===== src/rtl/dmem_pkg.sv =====
// Shared definitions for the data-memory arbiter: memop encodings and sequencer states.
package dmem_pkg;

  localparam logic [2:0] MEMOP_LB  = 3'b000;
  localparam logic [2:0] MEMOP_LH  = 3'b001;
  localparam logic [2:0] MEMOP_LW  = 3'b010;
  localparam logic [2:0] MEMOP_LBU = 3'b100;
  localparam logic [2:0] MEMOP_LHU = 3'b101;

  typedef enum logic [2:0] {
    ARB_IDLE   = 3'd0,
    ARB_LD_RD  = 3'd1,
    ARB_LD_RSP = 3'd2,
    ARB_ST_RD  = 3'd3,
    ARB_ST_WR  = 3'd4
  } dmem_arb_state_t;

endpackage


===== src/rtl/dmem_arbiter_if.sv =====
// Requester-side and memory-side bundles for the single-clock data memory arbiter.
interface dmem_req_if #(
  parameter int ADDR_W = 32,
  parameter int DATA_W = 32
);
  logic              valid;
  logic              ready;
  logic [ADDR_W-1:0] addr;
  logic [DATA_W-1:0] wdata;
  logic [2:0]        memop;
  logic              we;
  logic              done;
  logic [DATA_W-1:0] rdata;

  modport master (output valid, addr, wdata, memop, we, input ready, done, rdata);
  modport slave  (input valid, addr, wdata, memop, we, output ready, done, rdata);
endinterface

interface dmem_mem_if #(
  parameter int ADDR_W = 32,
  parameter int DATA_W = 32
);
  logic [ADDR_W-1:0] addr;
  logic [DATA_W-1:0] datain;
  logic [2:0]        memop;
  logic              we;
  logic              rd_en;
  logic              wr_en;
  logic [DATA_W-1:0] dataout;

  modport master (output addr, datain, memop, we, rd_en, wr_en, input dataout);
  modport slave  (input addr, datain, memop, we, rd_en, wr_en, output dataout);
endinterface


===== src/rtl/dmem_arbiter_arb2.sv =====
// Two-way grant logic. DMEM_ARB_RR_EN selects round-robin; otherwise port 0 has fixed priority.
module arb2 (
`ifdef DMEM_ARB_RR_EN
  input  logic       clk,
  input  logic       reset,
`endif
  input  logic [1:0] req,
  input  logic       accept,
  output logic [1:0] gnt
);

`ifdef DMEM_ARB_RR_EN
  // last_gnt = 1 means port 1 won last; reset to 1 so port 0 wins the first tie.
  logic last_gnt;

  always_ff @(posedge clk) begin
    if (reset) begin
      last_gnt <= 1'b1;
    end else if (accept) begin
      last_gnt <= gnt[1];
    end
  end

  always_comb begin
    gnt = 2'b00;
    if (accept) begin
      if (req == 2'b11) begin
        gnt = last_gnt ? 2'b01 : 2'b10;
      end else begin
        gnt = req;
      end
    end
  end
`else
  always_comb begin
    gnt = 2'b00;
    if (accept) begin
      gnt[0] = req[0];
      gnt[1] = req[1] & ~req[0];
    end
  end
`endif

endmodule


===== src/rtl/dmem_arbiter.sv =====
// Two-port arbiter and access sequencer for the single-clock data memory.
// Arbitration mode set by DMEM_ARB_RR_EN (round-robin when defined, fixed priority otherwise).
module dmem_arbiter
  import dmem_pkg::*;
#(
  parameter int ADDR_W = 32,
  parameter int DATA_W = 32
) (
  input  logic       clk,
  input  logic       reset,
  dmem_req_if.slave  m0,
  dmem_req_if.slave  m1,
  dmem_mem_if.master mem,
  output logic       busy
);

  localparam logic [2:0] S_IDLE   = ARB_IDLE;
  localparam logic [2:0] S_LD_RD  = ARB_LD_RD;
  localparam logic [2:0] S_LD_RSP = ARB_LD_RSP;
  localparam logic [2:0] S_ST_RD  = ARB_ST_RD;
  localparam logic [2:0] S_ST_WR  = ARB_ST_WR;

  logic [2:0]        state;
  logic              port_q;
  logic [ADDR_W-1:0] addr_q;
  logic [DATA_W-1:0] data_q;
  logic [2:0]        memop_q;
  logic              we_q;

  logic              active;
  logic              accept;
  logic [1:0]        req;
  logic [1:0]        gnt;
  logic [ADDR_W-1:0] sel_addr;
  logic [DATA_W-1:0] sel_wdata;
  logic [2:0]        sel_memop;
  logic              sel_we;
  logic              done_any;
  logic              rsp_ld;

  // Every handshake and strobe is gated while reset is high so a reset cycle is silent.
  assign active = ~reset;
  assign req    = {m1.valid, m0.valid};
  assign accept = active && (state == S_IDLE) && (req != 2'b00);

  arb2 u_arb2 (
`ifdef DMEM_ARB_RR_EN
    .clk    (clk),
    .reset  (reset),
`endif
    .req    (req),
    .accept (accept),
    .gnt    (gnt)
  );

  assign m0.ready = gnt[0];
  assign m1.ready = gnt[1];

  always_comb begin
    sel_addr  = gnt[1] ? m1.addr  : m0.addr;
    sel_wdata = gnt[1] ? m1.wdata : m0.wdata;
    sel_memop = gnt[1] ? m1.memop : m0.memop;
    sel_we    = gnt[1] ? m1.we    : m0.we;
  end

  always_ff @(posedge clk) begin
    if (reset) begin
      state   <= S_IDLE;
      port_q  <= 1'b0;
      addr_q  <= '0;
      data_q  <= '0;
      memop_q <= '0;
      we_q    <= 1'b0;
    end else begin
      case (state)
        S_IDLE: begin
          if (accept) begin
            port_q  <= gnt[1];
            addr_q  <= sel_addr;
            data_q  <= sel_wdata;
            memop_q <= sel_memop;
            we_q    <= sel_we;
            state   <= sel_we ? S_ST_RD : S_LD_RD;
          end
        end
        S_LD_RD:  state <= S_LD_RSP;
        S_LD_RSP: state <= S_IDLE;
        S_ST_RD:  state <= S_ST_WR;
        S_ST_WR:  state <= S_IDLE;
        default:  state <= S_IDLE;
      endcase
    end
  end

  // Memory side: latched request held through IDLE, strobes decoded from state.
  assign mem.addr   = addr_q;
  assign mem.datain = data_q;
  assign mem.memop  = memop_q;
  assign mem.we     = we_q;
  assign mem.rd_en  = active && ((state == S_LD_RD) || (state == S_ST_RD));
  assign mem.wr_en  = active && (state == S_ST_WR);

  assign done_any = active && ((state == S_LD_RSP) || (state == S_ST_WR));
  assign rsp_ld   = active && (state == S_LD_RSP);

  assign m0.done  = done_any && !port_q;
  assign m1.done  = done_any &&  port_q;
  assign m0.rdata = (rsp_ld && !port_q) ? mem.dataout : '0;
  assign m1.rdata = (rsp_ld &&  port_q) ? mem.dataout : '0;

  assign busy = active && (state != S_IDLE);

endmodule


===== src/flat_wrapper.sv =====
// flat-port wrapper written by rule: the top's interface ports become plain ports
module dmem_arbiter_flat import dmem_pkg::*;
#(
  parameter int ADDR_W = 32,
  parameter int DATA_W = 32
)
  (clk, reset, busy, m0_valid, m0_addr, m0_wdata, m0_memop, m0_we, m0_ready, m0_done, m0_rdata, m1_valid, m1_addr, m1_wdata, m1_memop, m1_we, m1_ready, m1_done, m1_rdata, mem_addr, mem_datain, mem_memop, mem_we, mem_rd_en, mem_wr_en, mem_dataout);
  dmem_req_if #(.ADDR_W(ADDR_W), .DATA_W(DATA_W)) m0_i ();
  dmem_req_if #(.ADDR_W(ADDR_W), .DATA_W(DATA_W)) m1_i ();
  dmem_mem_if #(.ADDR_W(ADDR_W), .DATA_W(DATA_W)) mem_i ();
  input  logic clk;
  input  logic reset;
  output logic busy;
  input wire logic [$bits(m0_i.valid)-1:0] m0_valid;
  input wire logic [$bits(m0_i.addr)-1:0] m0_addr;
  input wire logic [$bits(m0_i.wdata)-1:0] m0_wdata;
  input wire logic [$bits(m0_i.memop)-1:0] m0_memop;
  input wire logic [$bits(m0_i.we)-1:0] m0_we;
  output wire logic [$bits(m0_i.ready)-1:0] m0_ready;
  output wire logic [$bits(m0_i.done)-1:0] m0_done;
  output wire logic [$bits(m0_i.rdata)-1:0] m0_rdata;
  input wire logic [$bits(m1_i.valid)-1:0] m1_valid;
  input wire logic [$bits(m1_i.addr)-1:0] m1_addr;
  input wire logic [$bits(m1_i.wdata)-1:0] m1_wdata;
  input wire logic [$bits(m1_i.memop)-1:0] m1_memop;
  input wire logic [$bits(m1_i.we)-1:0] m1_we;
  output wire logic [$bits(m1_i.ready)-1:0] m1_ready;
  output wire logic [$bits(m1_i.done)-1:0] m1_done;
  output wire logic [$bits(m1_i.rdata)-1:0] m1_rdata;
  output wire logic [$bits(mem_i.addr)-1:0] mem_addr;
  output wire logic [$bits(mem_i.datain)-1:0] mem_datain;
  output wire logic [$bits(mem_i.memop)-1:0] mem_memop;
  output wire logic [$bits(mem_i.we)-1:0] mem_we;
  output wire logic [$bits(mem_i.rd_en)-1:0] mem_rd_en;
  output wire logic [$bits(mem_i.wr_en)-1:0] mem_wr_en;
  input wire logic [$bits(mem_i.dataout)-1:0] mem_dataout;
  assign m0_i.valid = m0_valid;
  assign m0_i.addr = m0_addr;
  assign m0_i.wdata = m0_wdata;
  assign m0_i.memop = m0_memop;
  assign m0_i.we = m0_we;
  assign m0_ready = m0_i.ready;
  assign m0_done = m0_i.done;
  assign m0_rdata = m0_i.rdata;
  assign m1_i.valid = m1_valid;
  assign m1_i.addr = m1_addr;
  assign m1_i.wdata = m1_wdata;
  assign m1_i.memop = m1_memop;
  assign m1_i.we = m1_we;
  assign m1_ready = m1_i.ready;
  assign m1_done = m1_i.done;
  assign m1_rdata = m1_i.rdata;
  assign mem_addr = mem_i.addr;
  assign mem_datain = mem_i.datain;
  assign mem_memop = mem_i.memop;
  assign mem_we = mem_i.we;
  assign mem_rd_en = mem_i.rd_en;
  assign mem_wr_en = mem_i.wr_en;
  assign mem_i.dataout = mem_dataout;
  dmem_arbiter #(.ADDR_W(ADDR_W), .DATA_W(DATA_W)) u_core (.clk(clk), .reset(reset), .m0(m0_i), .m1(m1_i), .mem(mem_i), .busy(busy));
endmodule

===== config.mk =====
export PLATFORM = sky130hd
export DESIGN_NAME = dmem_arbiter_flat
export DESIGN_NICKNAME = d
export VERILOG_FILES = /design/src/rtl/dmem_pkg.sv /design/src/rtl/dmem_arbiter_if.sv /design/src/rtl/dmem_arbiter_arb2.sv /design/src/rtl/dmem_arbiter.sv /design/src/flat_wrapper.sv
export SDC_FILE = /design/constraint.sdc
export NUM_CORES = 1
export LEC_CHECK = 0
export BUFFER_PORTS_ARGS = -buffer_cell sky130_fd_sc_hd__buf_2
export CAP_MARGIN = 0
export CORE_AREA = 2 2 119 121
export CTS_BUF_LIST = sky130_fd_sc_hd__clkbuf_4 sky130_fd_sc_hd__clkbuf_8
export CTS_CLUSTER_DIAMETER = 100
export DETAILED_ROUTE_END_ITERATION = 8
export DIE_AREA = 0 0 121 123
export HOLD_SLACK_MARGIN = 0.06
export PLACE_DENSITY_LB_ADDON = 0.08
export REMOVE_ABC_BUFFERS = 1
export SLEW_MARGIN = 0
export SYNTH_ARGS = -nofsm -noshare
export SYNTH_HDL_FRONTEND = slang
export SYNTH_SLANG_ARGS = --single-unit
export TNS_END_PERCENT = 1

===== constraint.sdc =====
create_clock -name clk -period 2.5 [get_ports clk]
set_clock_uncertainty 0.15 [all_clocks]
set_input_delay 0.5 -clock clk [delete_from_list [all_inputs] [get_ports clk]]
set_output_delay 0.5 -clock clk [all_outputs]
set_load 0.02 [all_outputs]

======== After elaboration in Yosys (flattened, before gate mapping) ========
Index checks and enable logic that the tools add are counted.
storage, ports and cells
  word-level logic and storage cells ...... 42
  register bits after elaboration ......... 72
  output and inout bits ................... 139
  input bits .............................. 172
cells by class
  eq/ne operators ......................... 5
  bitwise operators ....................... 3
  mux-type cells .......................... 10
  reduce and logical (&&, ||, !) cells .... 18
operators with widths
  kind                  number
  $mux W32              4
  $logic_and A1 B1 Y1   11
  $pmux W3 S3           1
  $eq A3 B2 Y1 const B  2
  $mux W3               2
  $mux W2               2
  $eq A3 B1 Y1 const B  1
  $eq A3 B3 Y1 const B  1
  $logic_not A3 Y1      1
  $reduce_bool A3 Y1    1
  $logic_or A1 B1 Y1    2
  $ne A2 B1 Y1 const B  1
  $not A1 Y1            2
  $reduce_and A2 Y1     1
  $reduce_bool A2 Y1    1
  $and A1 B1 Y1         1
  $logic_not A1 Y1      1
  $mux W1               1

======== Logic depth before layout (Yosys ltp) ========
Gate-level depths: netlist of the first run.
  depth after elaboration ................. 8
  mapped depth ............................ 7
  depth with buffers taken out ............ 3

======== By module ========
Synthesis of the first run repeated with hierarchy kept, for this count alone.
second synthesis, totals
  cells, all modules ...................... 412
  area total of the unflattened synthesis .. 3,784.9 um^2
modules (own cells, without submodules)
  module        cells each  seq. area each (um^2)  area each (um^2)  instances
  dmem_arbiter  410         1,441.4                3,768.6           1
  arb2          2           0.0                    16.3              1

======== Least setup slack after synthesis of the first run ========
OpenSTA, ideal clock, no wires.
  path type ............................... input to output
  from .................................... in reset
  to ...................................... out m0_done
  stages on the path ...................... 3
  slack ................................... 277 ps
  buffers on the path ..................... 2
  required time ........................... 1,850 ps
  data arrival time ....................... 1,573 ps
  path through ............................ clkbuf_1 > clkbuf_1 > nor4_1
between the ends
  word-level cells in the longest chain between the ends .. 3
ends and longest elaborated chain
  what                 RTL line             text
  start, declared      flat_wrapper.sv:12   input logic reset;
  $not A1 Y1           dmem_arbiter.sv:42   assign active = ~reset;
  $logic_and A1 B1 Y1  dmem_arbiter.sv:103  assign done_any = active && ((state == S_LD_RSP) || (state == S_ST_WR));
  $logic_and A1 B1 Y1  dmem_arbiter.sv:106  assign m0.done = done_any && !port_q;
  end, declared        flat_wrapper.sv:20   output wire logic [$bits(m0_i.done)-1:0] m0_done;
No other way between the ends.

======== Final worst setup path of the first run ========
  from .................................... reg u_core.state[0]
  to ...................................... out m0_rdata[13]
between the ends
  word-level cells in the longest chain between the ends .. 4
ends and longest elaborated chain
  what                    RTL line             text
  start, declared         dmem_arbiter.sv:23   logic [2:0] state;
  start signal, assigned  dmem_arbiter.sv:83   state <= sel_we ? S_ST_RD : S_LD_RD;
  $eq A3 B2 Y1            dmem_arbiter.sv:104  assign rsp_ld = active && (state == S_LD_RSP);
  $logic_and A1 B1 Y1     dmem_arbiter.sv:104
  $logic_and A1 B1 Y1     dmem_arbiter.sv:108  assign m0.rdata = (rsp_ld && !port_q) ? mem.dataout : '0;
  $mux W32                dmem_arbiter.sv:108
  end, declared           flat_wrapper.sv:21   output wire logic [$bits(m0_i.rdata)-1:0] m0_rdata;
No other way between the ends.

==> results of run 1 <==
area by class of cell:
cell class | instances | share of cell area, %
repair buffers | 324 | 30.23
clock inverters | 3 | 0.7684
clock buffers | 11 | 2.547
multi-input cells | 292 | 37.15
well taps | 180 | 3.952
inverters | 1 | 0.06586
flip-flops and latches | 72 | 25.29
kinds of logic (layout without fill, tap and decap cells):
logic type	after synthesis	in the layout	synth area share, %
AO/OA/AOI/OAI	139	139	23.11
XOR/XNOR	1	1	0.2324
buffers and inverters	49	339	5.876
flip-flops	72	72	38.25
multiplexers	67	67	17.80
AND/OR/NAND/NOR	85	85	14.74
power by group through the flow:
| stage | sequential (W) | combinational (W) | clock [W] |
|---|---|---|---|
| finish | 0.00133 | 0.000920 | 0.000921 |
| global route | 0.00135 | 0.00101 | 0.00101 |
| CTS | 0.00133 | 0.000936 | 0.000959 |
| detailed placement | 0.00136 | 0.000937 | 0 |
| global placement | 0.00135 | 0.000929 | 0 |
| floorplan | 0.00149 | 0.000380 | 0 |
flip-flops by register name, summed over array words and instances, names as in the netlist:
signal / cells
u_core.mem.memop: 3
u_core.mem.addr: 32
u_core.mem.we: 1
u_core.port_q: 1
u_core.mem.datain: 32
u_core.state: 3
repair_timing:
| action | 4_1_cts | 5_1_grt |
|---|---|---|
| resized for setup | 0 | 2 |
| hold buffers | 0 | 0 |
| endpoints found under the setup margin | 0 | 51 |
cell usage in the layout, fill, tap and decap left out, types with 2 or more instances in the layout:
cell / count
sky130_fd_sc_hd__buf_2: 310
sky130_fd_sc_hd__dfxtp_1: 72
sky130_fd_sc_hd__a21oi_1: 69
sky130_fd_sc_hd__mux2i_1: 67
sky130_fd_sc_hd__a211oi_1: 67
sky130_fd_sc_hd__and2_1: 66
sky130_fd_sc_hd__clkbuf_8: 10
sky130_fd_sc_hd__buf_4: 8
sky130_fd_sc_hd__buf_12: 5
sky130_fd_sc_hd__nor2_1: 2
sky130_fd_sc_hd__nor4b_1: 2
sky130_fd_sc_hd__nor3_1: 2
metal layers:
layer | track usage, % | routed length, µm | share of wire, % | vias up
met5 | 0 | 0 | 0 | -
met4 | 6.250 | 210 | 1.6 | 0
met3 | 5.212 | 1241 | 9.5 | 14
met2 | 29.35 | 6539 | 50 | 195
met1 | 19.05 | 5039 | 39 | 1834
li1 | - | - | - | 2077
worst max-delay path: stages, from the launching register on:
cell and delay [ns]:
sky130_fd_sc_hd__dfxtp_1 0.52, sky130_fd_sc_hd__nor2_2 0.10, sky130_fd_sc_hd__and4bb_2 0.26, sky130_fd_sc_hd__buf_12 0.16, sky130_fd_sc_hd__and2_1 0.16, sky130_fd_sc_hd__buf_2 0.15
per-stage QoR:
step	worst slack [ns]	utilization, %
after detailed placement	0.2623	40.44
after global routing	0.01228	41.87
after floorplan	-1.521	-
after CTS	0.06228	41.82
after global placement	0.2756	40.44
final	0.1349	41.87
how the worst max path moves through the flow:
| stage | from | end | slack, ns | cells after the start |
|---|---|---|---|---|
| 2_1_floorplan | u_core.state[2]$_SDFFE_PP0P_ | u_core.mem.addr[0]$_SDFFE_PP0P_ | -1.52 | 3 |
| 3_3_place_gp | reset | m1_ready | 0.28 | 5 |
| 3_5_place_dp | reset | m1_rdata[5] | 0.26 | 6 |
| 4_1_cts | u_core.state[0]$_SDFFE_PP0P_ | m1_rdata[5] | 0.06 | 5 |
| 5_1_grt | u_core.state[0]$_SDFFE_PP0P_ | m1_rdata[5] | 0.01 | 5 |
| 6_report | u_core.state[0]$_SDFFE_PP0P_ | m0_rdata[13] | 0.13 | 5 |
==> impl_metrics.env, run 1 <==
export IMPL_final_hold_worst_slack_ns=0.2722
export IMPL_cts_root_buf="sky130_fd_sc_hd__clkbuf_8"
export IMPL_report_final_slew_viol_count=0
export IMPL_netlist_instances=413
export IMPL_num_nets_final=872
export IMPL_hp_class="input pin to flop"
export IMPL_cp_arrival_ns=1.72
export IMPL_power_w=0.003171
export IMPL_final_hold_violation_count=0
export IMPL_worst_setup_path_start_kind="flop"
export IMPL_multiInputGateArea_um2=2117
export IMPL_syn2layout_area_growth_pct=51.23
export IMPL_firstDrtPassIters=4
export IMPL_dp_hpwl_um=9882
export IMPL_r2r_setup_slack_ns=0.66
export IMPL_critical_path_peak_fanout=32
export IMPL_seqPwrFrac_pct=41.9
export IMPL_most_instantiated_library_cell_after_synthesis="sky130_fd_sc_hd__dfxtp_1"
export IMPL_final_cell_area_um2=5699
export IMPL_grt_start_max_net_pins=69
export IMPL_r2r_cells=4
export IMPL_detail_route_vias_per_cell=4.666
export IMPL_gr_total_overflow=0
export IMPL_start_util_pct=27.69
export IMPL_ys_ff_latch=72
export IMPL_drtIter0Drc=201
export IMPL_holdCritStartpoint="m0_we"
export IMPL_pwr_density_cell_nw_per_um2=556.3
export IMPL_worstHoldEndpoint="u_core.mem.we$_SDFFE_PP0P_"
export IMPL_detail_route_wl_per_cell_um=14.76
export IMPL_post_route_period_util_pct=94.61
export IMPL_synth_enable_flop_cells=0
export IMPL_fmaxAchievable_ghz=0.4228
export IMPL_antenna_violations_before_repair=0
export IMPL_power_internal_w=0.002138
export IMPL_setup_total_negative_slack_ns=0
export IMPL_max_cap_viol_count=0
export IMPL_drt_wirelength_um=13030
export IMPL_vias=4120
export IMPL_tritoncts_clock_tree="built"
export IMPL_share_of_total_power_in_combinational_logic_pct=29.0
export IMPL_drt_drc=0
export IMPL_syn_mean_instance_area_um2=9.125
export IMPL_synth_async_reset_ratio_pct=0
export IMPL_dieArea_um2=14880
export IMPL_core_um2=13610
export IMPL_final_layout_size_suffix_gt1_share_pct=48.93
export IMPL_regToRegStartpoint="u_core.state[2]$_SDFFE_PP0P_"
export IMPL_standard_cell_area_after_detailed_placement_um2=5504
export IMPL_num_fill_cells=1424
export IMPL_numPortBuffers=310
export IMPL_report_final_setup_viol=0
export IMPL_synth_cells_most_frequent="sky130_fd_sc_hd__dfxtp_1 (72), sky130_fd_sc_hd__a21oi_1 (69), sky130_fd_sc_hd__a211oi_1 (67), sky130_fd_sc_hd__and2_1 (67), sky130_fd_sc_hd__mux2i_1 (67)"
export IMPL_cts_path_max_buffers=2
export IMPL_r2r_end="u_core.mem.datain[0]$_SDFFE_PP0P_"
export IMPL_clock_sinks=72
export IMPL_post_synth_top_area_fraction_pct=38.25
export IMPL_status="finished, final reports clean"
export IMPL_antenna_cell_count=0
export IMPL_ir_worst_vdd_mv=0.2683
export IMPL_p_leak_nw=3.136
export IMPL_power_switching_w=0.001033
export IMPL_grt_pass1_wl_um=19200
export IMPL_placement_rows=43
export IMPL_endpoint_kind="primary output"
export IMPL_seq_area_um2=1441
export IMPL_synth_seq_area_share_pct=38.25
export IMPL_place_inst=869
export IMPL_gp_congestion=0.7723
export IMPL_min_period_ns=2.365
export IMPL_syn_area_um2=3769
export IMPL_hold_path_cell_count=3
export IMPL_instances_no_fill=883
export IMPL_cts_made_buffers=9
export IMPL_synth_warning_count=0
export IMPL_clk_latency_ns=0.35
export IMPL_postRouteAntennaNets=0
export IMPL_synth_flop_cell="sky130_fd_sc_hd__dfxtp_1"
export IMPL_worst_setup_hold_path_clk_slew_ns=0.08
export IMPL_cts_htree_levels=3
export IMPL_die_y_um=123
export IMPL_yosys_top_cells_area="sky130_fd_sc_hd__dfxtp_1 (38%), sky130_fd_sc_hd__mux2i_1 (18%), sky130_fd_sc_hd__a211oi_1 (13%)"
export IMPL_io_pins=311
export IMPL_distinct_cell_type_count_after_synthesis=28
export IMPL_synth_largest_area_cell="sky130_fd_sc_hd__dfxtp_1"
export IMPL_switching_share_pct=32.58
export IMPL_first_global_vias=3731
export IMPL_tightest_slew_ns=0.7281
export IMPL_path_class="flop to primary output"
export IMPL_clock_power_share_pct=29.1
export IMPL_die_w_um=121
export IMPL_post_cts_setup_inserts=0
export IMPL_rsz0062_at_grt="no"
export IMPL_slew_limit_headroom_pct=51.46
export IMPL_grt_util_all_layers_pct=16.72
export IMPL_timing_critical_path_required_ns=1.85
(Power assumes the default switching activity.)
==> run 2, diff against run 1 <==
Settings changed: BUFFER_PORTS_ARGS -buffer_cell sky130_fd_sc_hd__buf_2 to not set, CORE_AREA 2 2 119 121 to 2 2 122 124, DIE_AREA 0 0 121 123 to 0 0 124 126, DONT_BUFFER_PORTS set to 1.
==> impl_metrics.env, run 2 (synthesis results as in run 1) <==
export IMPL_status="finished, final reports clean"
export IMPL_dieArea_um2=15620
export IMPL_num_fill_cells=1541
export IMPL_gr_total_overflow=0
export IMPL_cp_top_family="simple AND/OR/NAND/NOR gates"
export IMPL_final_cell_area_um2=4218
export IMPL_grt_pass1_wl_um=17790
export IMPL_cts_path_max_buffers=2
export IMPL_power_switching_w=0.0009926
export IMPL_hp_class="input pin to flop"
export IMPL_critical_path_peak_fanout=9
export IMPL_final_common_cell="sky130_fd_sc_hd__dfxtp_1"
export IMPL_max_cap_viol_count=0
export IMPL_critPathSlowestCell="sky130_fd_sc_hd__dfxtp_1"
export IMPL_pwr_density_cell_nw_per_um2=699.1
export IMPL_tightest_slew_ns=0.7796
export IMPL_drt_wirelength_um=12370
export IMPL_first_global_vias=3027
export IMPL_placement_rows=44
export IMPL_regToRegStartpoint="u_core.state[2]$_SDFFE_PP0P_"
export IMPL_start_util_pct=26.33
export IMPL_dp_hpwl_um=8667
export IMPL_post_route_period_util_pct=92.87
export IMPL_r2r_end="u_core.mem.datain[30]$_SDFFE_PP0P_"
export IMPL_power_internal_w=0.001956
export IMPL_timing_critical_path_required_ns=1.85
export IMPL_switching_share_pct=33.67
export IMPL_seqPwrFrac_pct=50.9
export IMPL_antenna_cell_count=0
export IMPL_standard_cell_area_after_detailed_placement_um2=3925
export IMPL_layout_setup_ws_ns=0.1783
export IMPL_worst_setup_hold_path_clk_slew_ns=0.07
export IMPL_tritoncts_clock_tree="built"
export IMPL_clk_latency_ns=0.35
export IMPL_die_y_um=126
export IMPL_grt_busiest_layer="met2"
export IMPL_cp_arrival_ns=1.67
export IMPL_rsz0062_at_grt="no"
export IMPL_ir_worst_vdd_mv=0.2180
export IMPL_clock_power_share_pct=31.9
export IMPL_path_class="flop to primary output"
export IMPL_worst_setup_path_start_kind="flop"
export IMPL_grt_util_all_layers_pct=15.38
export IMPL_syn2layout_area_growth_pct=11.92
export IMPL_holdCritStartpoint="m0_valid"
export IMPL_core_um2=14310
export IMPL_min_period_ns=2.322
export IMPL_worstHoldEndpoint="u_core.mem.we$_SDFFE_PP0P_"
export IMPL_critical_path_max_stage_delay_ns=0.41
export IMPL_postRouteAntennaNets=0
export IMPL_drtIter0Drc=136
export IMPL_cts_root_buf="sky130_fd_sc_hd__clkbuf_8"
export IMPL_report_final_slew_viol_count=0
export IMPL_share_of_total_power_in_combinational_logic_pct=17.2
export IMPL_final_layout_size_suffix_gt1_share_pct=17.88
export IMPL_vias=3068
export IMPL_cts_htree_levels=3
export IMPL_endpoint_kind="primary output"
export IMPL_r2r_setup_slack_ns=0.61
export IMPL_p_leak_nw=1.765
export IMPL_io_pins=311
export IMPL_grt_use_met2_pct=26.92
export IMPL_die_w_um=124
export IMPL_gp_congestion=0.6819
export IMPL_detailedPlace_worstSlack_ns=0.3063
export IMPL_antenna_violations_before_repair=0
export IMPL_grt_start_max_net_pins=69
export IMPL_hold_path_cell_count=2
export IMPL_critical_path_n_buffers_inverters=1
export IMPL_final_cell_mix="sky130_fd_sc_hd__dfxtp_1 (72), sky130_fd_sc_hd__a21oi_1 (69), sky130_fd_sc_hd__mux2i_1 (67), sky130_fd_sc_hd__a211oi_1 (67), sky130_fd_sc_hd__and2_2 (35)"
export IMPL_clock_sinks=72
export IMPL_num_nets_final=564
export IMPL_drt_drc=0
export IMPL_final_hold_violation_count=0
export IMPL_slew_limit_headroom_pct=48.02
export IMPL_detail_route_vias_per_cell=5.281
export IMPL_numPortBuffers=0
export IMPL_firstDrtPassIters=4
export IMPL_power_w=0.002949
export IMPL_detail_route_wl_per_cell_um=21.28
export IMPL_groute_layer_met3_usage_pct=6.476
export IMPL_r2r_cells=4
export IMPL_grt_use_met1_pct=16.46
export IMPL_cp_cell_sequence="nor4_4 -> buf_4 -> and2_1"
export IMPL_report_final_setup_viol=0
export IMPL_cts_made_buffers=9
export IMPL_fmaxAchievable_ghz=0.4307
## run 2: cell count changes in the layout (fill, tap and decap cells not counted), sizes merged
cell,previous run,this run
dlygate4sd3,0,1
clkinvlp,0,1
buf,324,15
inv,1,2
## run 2: worst max path at each step
stage	to	cells past startpoint	from
final	m0_ready	3	u_core.state[2]$_SDFFE_PP0P_
after floorplan	u_core.mem.addr[0]$_SDFFE_PP0P_	3	u_core.state[2]$_SDFFE_PP0P_
after CTS	m0_rdata[5]	4	u_core.state[0]$_SDFFE_PP0P_
after detailed placement	m0_rdata[5]	4	reset
after global placement	m0_rdata[10]	4	reset
after global routing	m1_rdata[8]	4	u_core.state[0]$_SDFFE_PP0P_
## run 2: layer usage
| metal | part of all wire, % | wire [µm] |
|---|---|---|
| met1 | 36 | 4512 |
| met5 | 0 | 0 |
| met3 | 11 | 1340 |
| met2 | 51 | 6311 |
| met4 | 1.6 | 201 |
## run 2: layout make-up
| class | instances | area [µm²] | share of cell area (%) |
|---|---|---|---|
| Clock inverter | 5 | 56.30 | 1.335 |
| Sequential cell | 72 | 1441 | 34.17 |
| Timing Repair Buffer | 16 | 183.9 | 4.361 |
| Clock buffer | 11 | 138.9 | 3.293 |
| Multi-Input combinational cell | 292 | 2163 | 51.29 |
| Inverter | 1 | 3.754 | 0.08899 |
| Tap cell | 184 | 230.2 | 5.458 |
## run 2: repair_timing
| item | 4_1_cts | 5_1_grt |
|---|---|---|
| endpoints found under the hold margin | 68 | 0 |
| buffers inserted | 0 | 1 |
| setup endpoints to repair | 19 | 52 |
| hold buffers | 2 | 0 |
| gates resized for setup | 1 | 36 |
## run 2: through the flow
| stage | hold WS, ns | TNS [ns] | std cells | utilization, % |
|---|---|---|---|---|
| global route | 0.1263 | 0 | 581 | 29.47 |
| detailed placement | 0.4053 | 0 | 562 | 27.42 |
| finish | 0.1557 | 0 | 581 | 29.47 |
| CTS | 0.1242 | 0 | 580 | 29.07 |
| floorplan | 0.3570 | -108.10 | 365 | - |
| global placement | 0.4004 | 0 | 562 | 27.42 |
## run 2: power by group through the flow
stage | Clock [W] | Combinational, W | Sequential (W)
after global placement | 0 | 0.000481 | 0.00153
final | 0.000941 | 0.000507 | 0.00150
after global routing | 0.00105 | 0.000570 | 0.00152
after detailed placement | 0 | 0.000489 | 0.00153
after CTS | 0.000990 | 0.000513 | 0.00151
after floorplan | 0 | 0.000380 | 0.00149
==> run 3, diff against run 2 <==
==> constraint.sdc (replaced) <==
create_clock -name clk -period 2.7 [get_ports clk]
set_clock_uncertainty 0.15 [all_clocks]
set_input_delay 0.135 -clock clk [delete_from_list [all_inputs] [get_ports clk]]
set_output_delay 0.135 -clock clk [all_outputs]
set_load 0.02 [all_outputs]
==> impl_metrics.env, run 3 <==
export IMPL_dp_hpwl_um=8570
export IMPL_post_cts_setup_inserts=0
export IMPL_synth_fa_ha_area_share_pct=0
export IMPL_die_y_um=126
export IMPL_cts_htree_levels=3
export IMPL_distinct_cell_type_count_after_synthesis=28
export IMPL_place_inst=557
export IMPL_ys_ff_latch=72
export IMPL_cts_root_buf="sky130_fd_sc_hd__clkbuf_8"
export IMPL_synth_top_family_by_area="compound AO/OA/AOI/OAI gates"
export IMPL_synth_warning_count=0
export IMPL_cts_made_buffers=9
export IMPL_ctsHoldBuffers=116
export IMPL_most_instantiated_library_cell_after_synthesis="sky130_fd_sc_hd__dfxtp_1"
export IMPL_synth_cells_most_frequent="sky130_fd_sc_hd__dfxtp_1 (72), sky130_fd_sc_hd__a21oi_1 (69), sky130_fd_sc_hd__a211oi_1 (67), sky130_fd_sc_hd__and2_1 (67), sky130_fd_sc_hd__mux2i_1 (67)"
export IMPL_synth_seq_area_share_pct=38.25
export IMPL_gp_congestion=0.7257
export IMPL_synth_largest_area_cell="sky130_fd_sc_hd__dfxtp_1"
export IMPL_synth_enable_flop_cells=0
export IMPL_yosys_top_cells_area="sky130_fd_sc_hd__dfxtp_1 (38%), sky130_fd_sc_hd__mux2i_1 (18%), sky130_fd_sc_hd__a211oi_1 (13%)"
export IMPL_synth_async_reset_ratio_pct=0
export IMPL_synth_compound_gate_area_share_pct=23.11
export IMPL_post_synth_mux_area_share_pct=17.80
export IMPL_syn_mean_instance_area_um2=9.125
export IMPL_numPortBuffers=0
export IMPL_fraction_of_the_mapped_netlist_area_in_simple_logic_gates_pct=14.74
export IMPL_netlist_instances=413
export IMPL_start_util_pct=26.33
export IMPL_flow_first_error="[ERROR RSZ-0060] Max buffer count reached."
export IMPL_synth_flop_cell="sky130_fd_sc_hd__dfxtp_1"
export IMPL_placement_rows=44
export IMPL_failing_step="4_1_cts"
export IMPL_die_w_um=124
export IMPL_cts_path_max_buffers=2
export IMPL_post_synth_top_area_fraction_pct=38.25
export IMPL_clock_sinks=72
export IMPL_yosys_area_share_xor_xnor_pct=0.2324
export IMPL_syn_area_um2=3769
export IMPL_io_pins=311
export IMPL_cts_resized=0
export IMPL_status="stopped before the end"
run 3: through the flow:
step | hold WS (ns) | worst slack (ns) | TNS, ns | instance area [µm²]
after floorplan | 0.05776 | -1.321 | -91.68 | 3551
after global placement | 0.06616 | 0.8193 | 0 | 3875
after detailed placement | 0.06899 | 0.7938 | 0 | 3875
run 3: cell families after synthesis:
kind of cell,after synthesis
compound gates,139
simple gates,85
flops,72
mux,67
buf+inv,49
xor+xnor,1
==> run 4, diff against run 3 <==
Settings changed: CORE_AREA 2 2 122 124 to 2 2 119 121, CTS_BUF_LIST sky130_fd_sc_hd__clkbuf_4 sky130_fd_sc_hd__clkbuf_8 to not set, CTS_CLUSTER_DIAMETER 100 to not set, DIE_AREA 0 0 124 126 to 0 0 121 123, HOLD_SLACK_MARGIN 0.06 to not set, PLACE_DENSITY_LB_ADDON 0.08 to 0.15.
==> impl_metrics.env, run 4 <==
export IMPL_status="stopped before the end"
export IMPL_failing_step="4_1_cts"
export IMPL_flow_first_error="[ERROR RSZ-0060] Max buffer count reached."
export IMPL_place_inst=555
export IMPL_synth_fa_ha_area_share_pct=0
export IMPL_cts_root_buf="sky130_fd_sc_hd__clkbuf_16"
export IMPL_post_synth_top_area_fraction_pct=38.25
export IMPL_dp_hpwl_um=9652
export IMPL_synth_cells_most_frequent="sky130_fd_sc_hd__dfxtp_1 (72), sky130_fd_sc_hd__a21oi_1 (69), sky130_fd_sc_hd__a211oi_1 (67), sky130_fd_sc_hd__and2_1 (67), sky130_fd_sc_hd__mux2i_1 (67)"
export IMPL_cts_resized=0
export IMPL_die_y_um=123
export IMPL_ys_ff_latch=72
export IMPL_die_w_um=121
export IMPL_fraction_of_the_mapped_netlist_area_in_simple_logic_gates_pct=14.74
export IMPL_synth_async_reset_ratio_pct=0
export IMPL_synth_enable_flop_cells=0
export IMPL_distinct_cell_type_count_after_synthesis=28
export IMPL_io_pins=311
export IMPL_post_cts_setup_inserts=0
export IMPL_synth_flop_cell="sky130_fd_sc_hd__dfxtp_1"
export IMPL_numPortBuffers=0
export IMPL_synth_largest_area_cell="sky130_fd_sc_hd__dfxtp_1"
export IMPL_cts_made_buffers=9
export IMPL_synth_compound_gate_area_share_pct=23.11
export IMPL_synth_warning_count=0
export IMPL_placement_rows=43
export IMPL_synth_seq_area_share_pct=38.25
export IMPL_netlist_instances=413
export IMPL_start_util_pct=27.69
export IMPL_cts_htree_levels=3
export IMPL_clock_sinks=72
export IMPL_yosys_top_cells_area="sky130_fd_sc_hd__dfxtp_1 (38%), sky130_fd_sc_hd__mux2i_1 (18%), sky130_fd_sc_hd__a211oi_1 (13%)"
export IMPL_post_synth_mux_area_share_pct=17.80
export IMPL_ctsHoldBuffers=116
export IMPL_synth_top_family_by_area="compound AO/OA/AOI/OAI gates"
export IMPL_cts_path_max_buffers=2
export IMPL_syn_area_um2=3769
export IMPL_syn_mean_instance_area_um2=9.125
export IMPL_most_instantiated_library_cell_after_synthesis="sky130_fd_sc_hd__dfxtp_1"
export IMPL_yosys_area_share_xor_xnor_pct=0.2324
export IMPL_gp_congestion=0.7167
## run 4: logic make-up after synthesis
kind of cell,Yosys count
XOR/XNOR,1
AO/OA/AOI/OAI,139
flip-flops,72
buffers and inverters,49
AND/OR/NAND/NOR,85
multiplexers,67
## run 4: stage by stage
step / hold slack, ns / utilization, % / setup WS [ns] / cell area [µm²] / setup TNS, ns
floorplan: 0.05776 / - / -1.321 / 3551 / -91.68
global placement: 0.06554 / 28.36 / 0.7751 / 3860 / 0
detailed placement: 0.06737 / 28.36 / 0.7409 / 3860 / 0
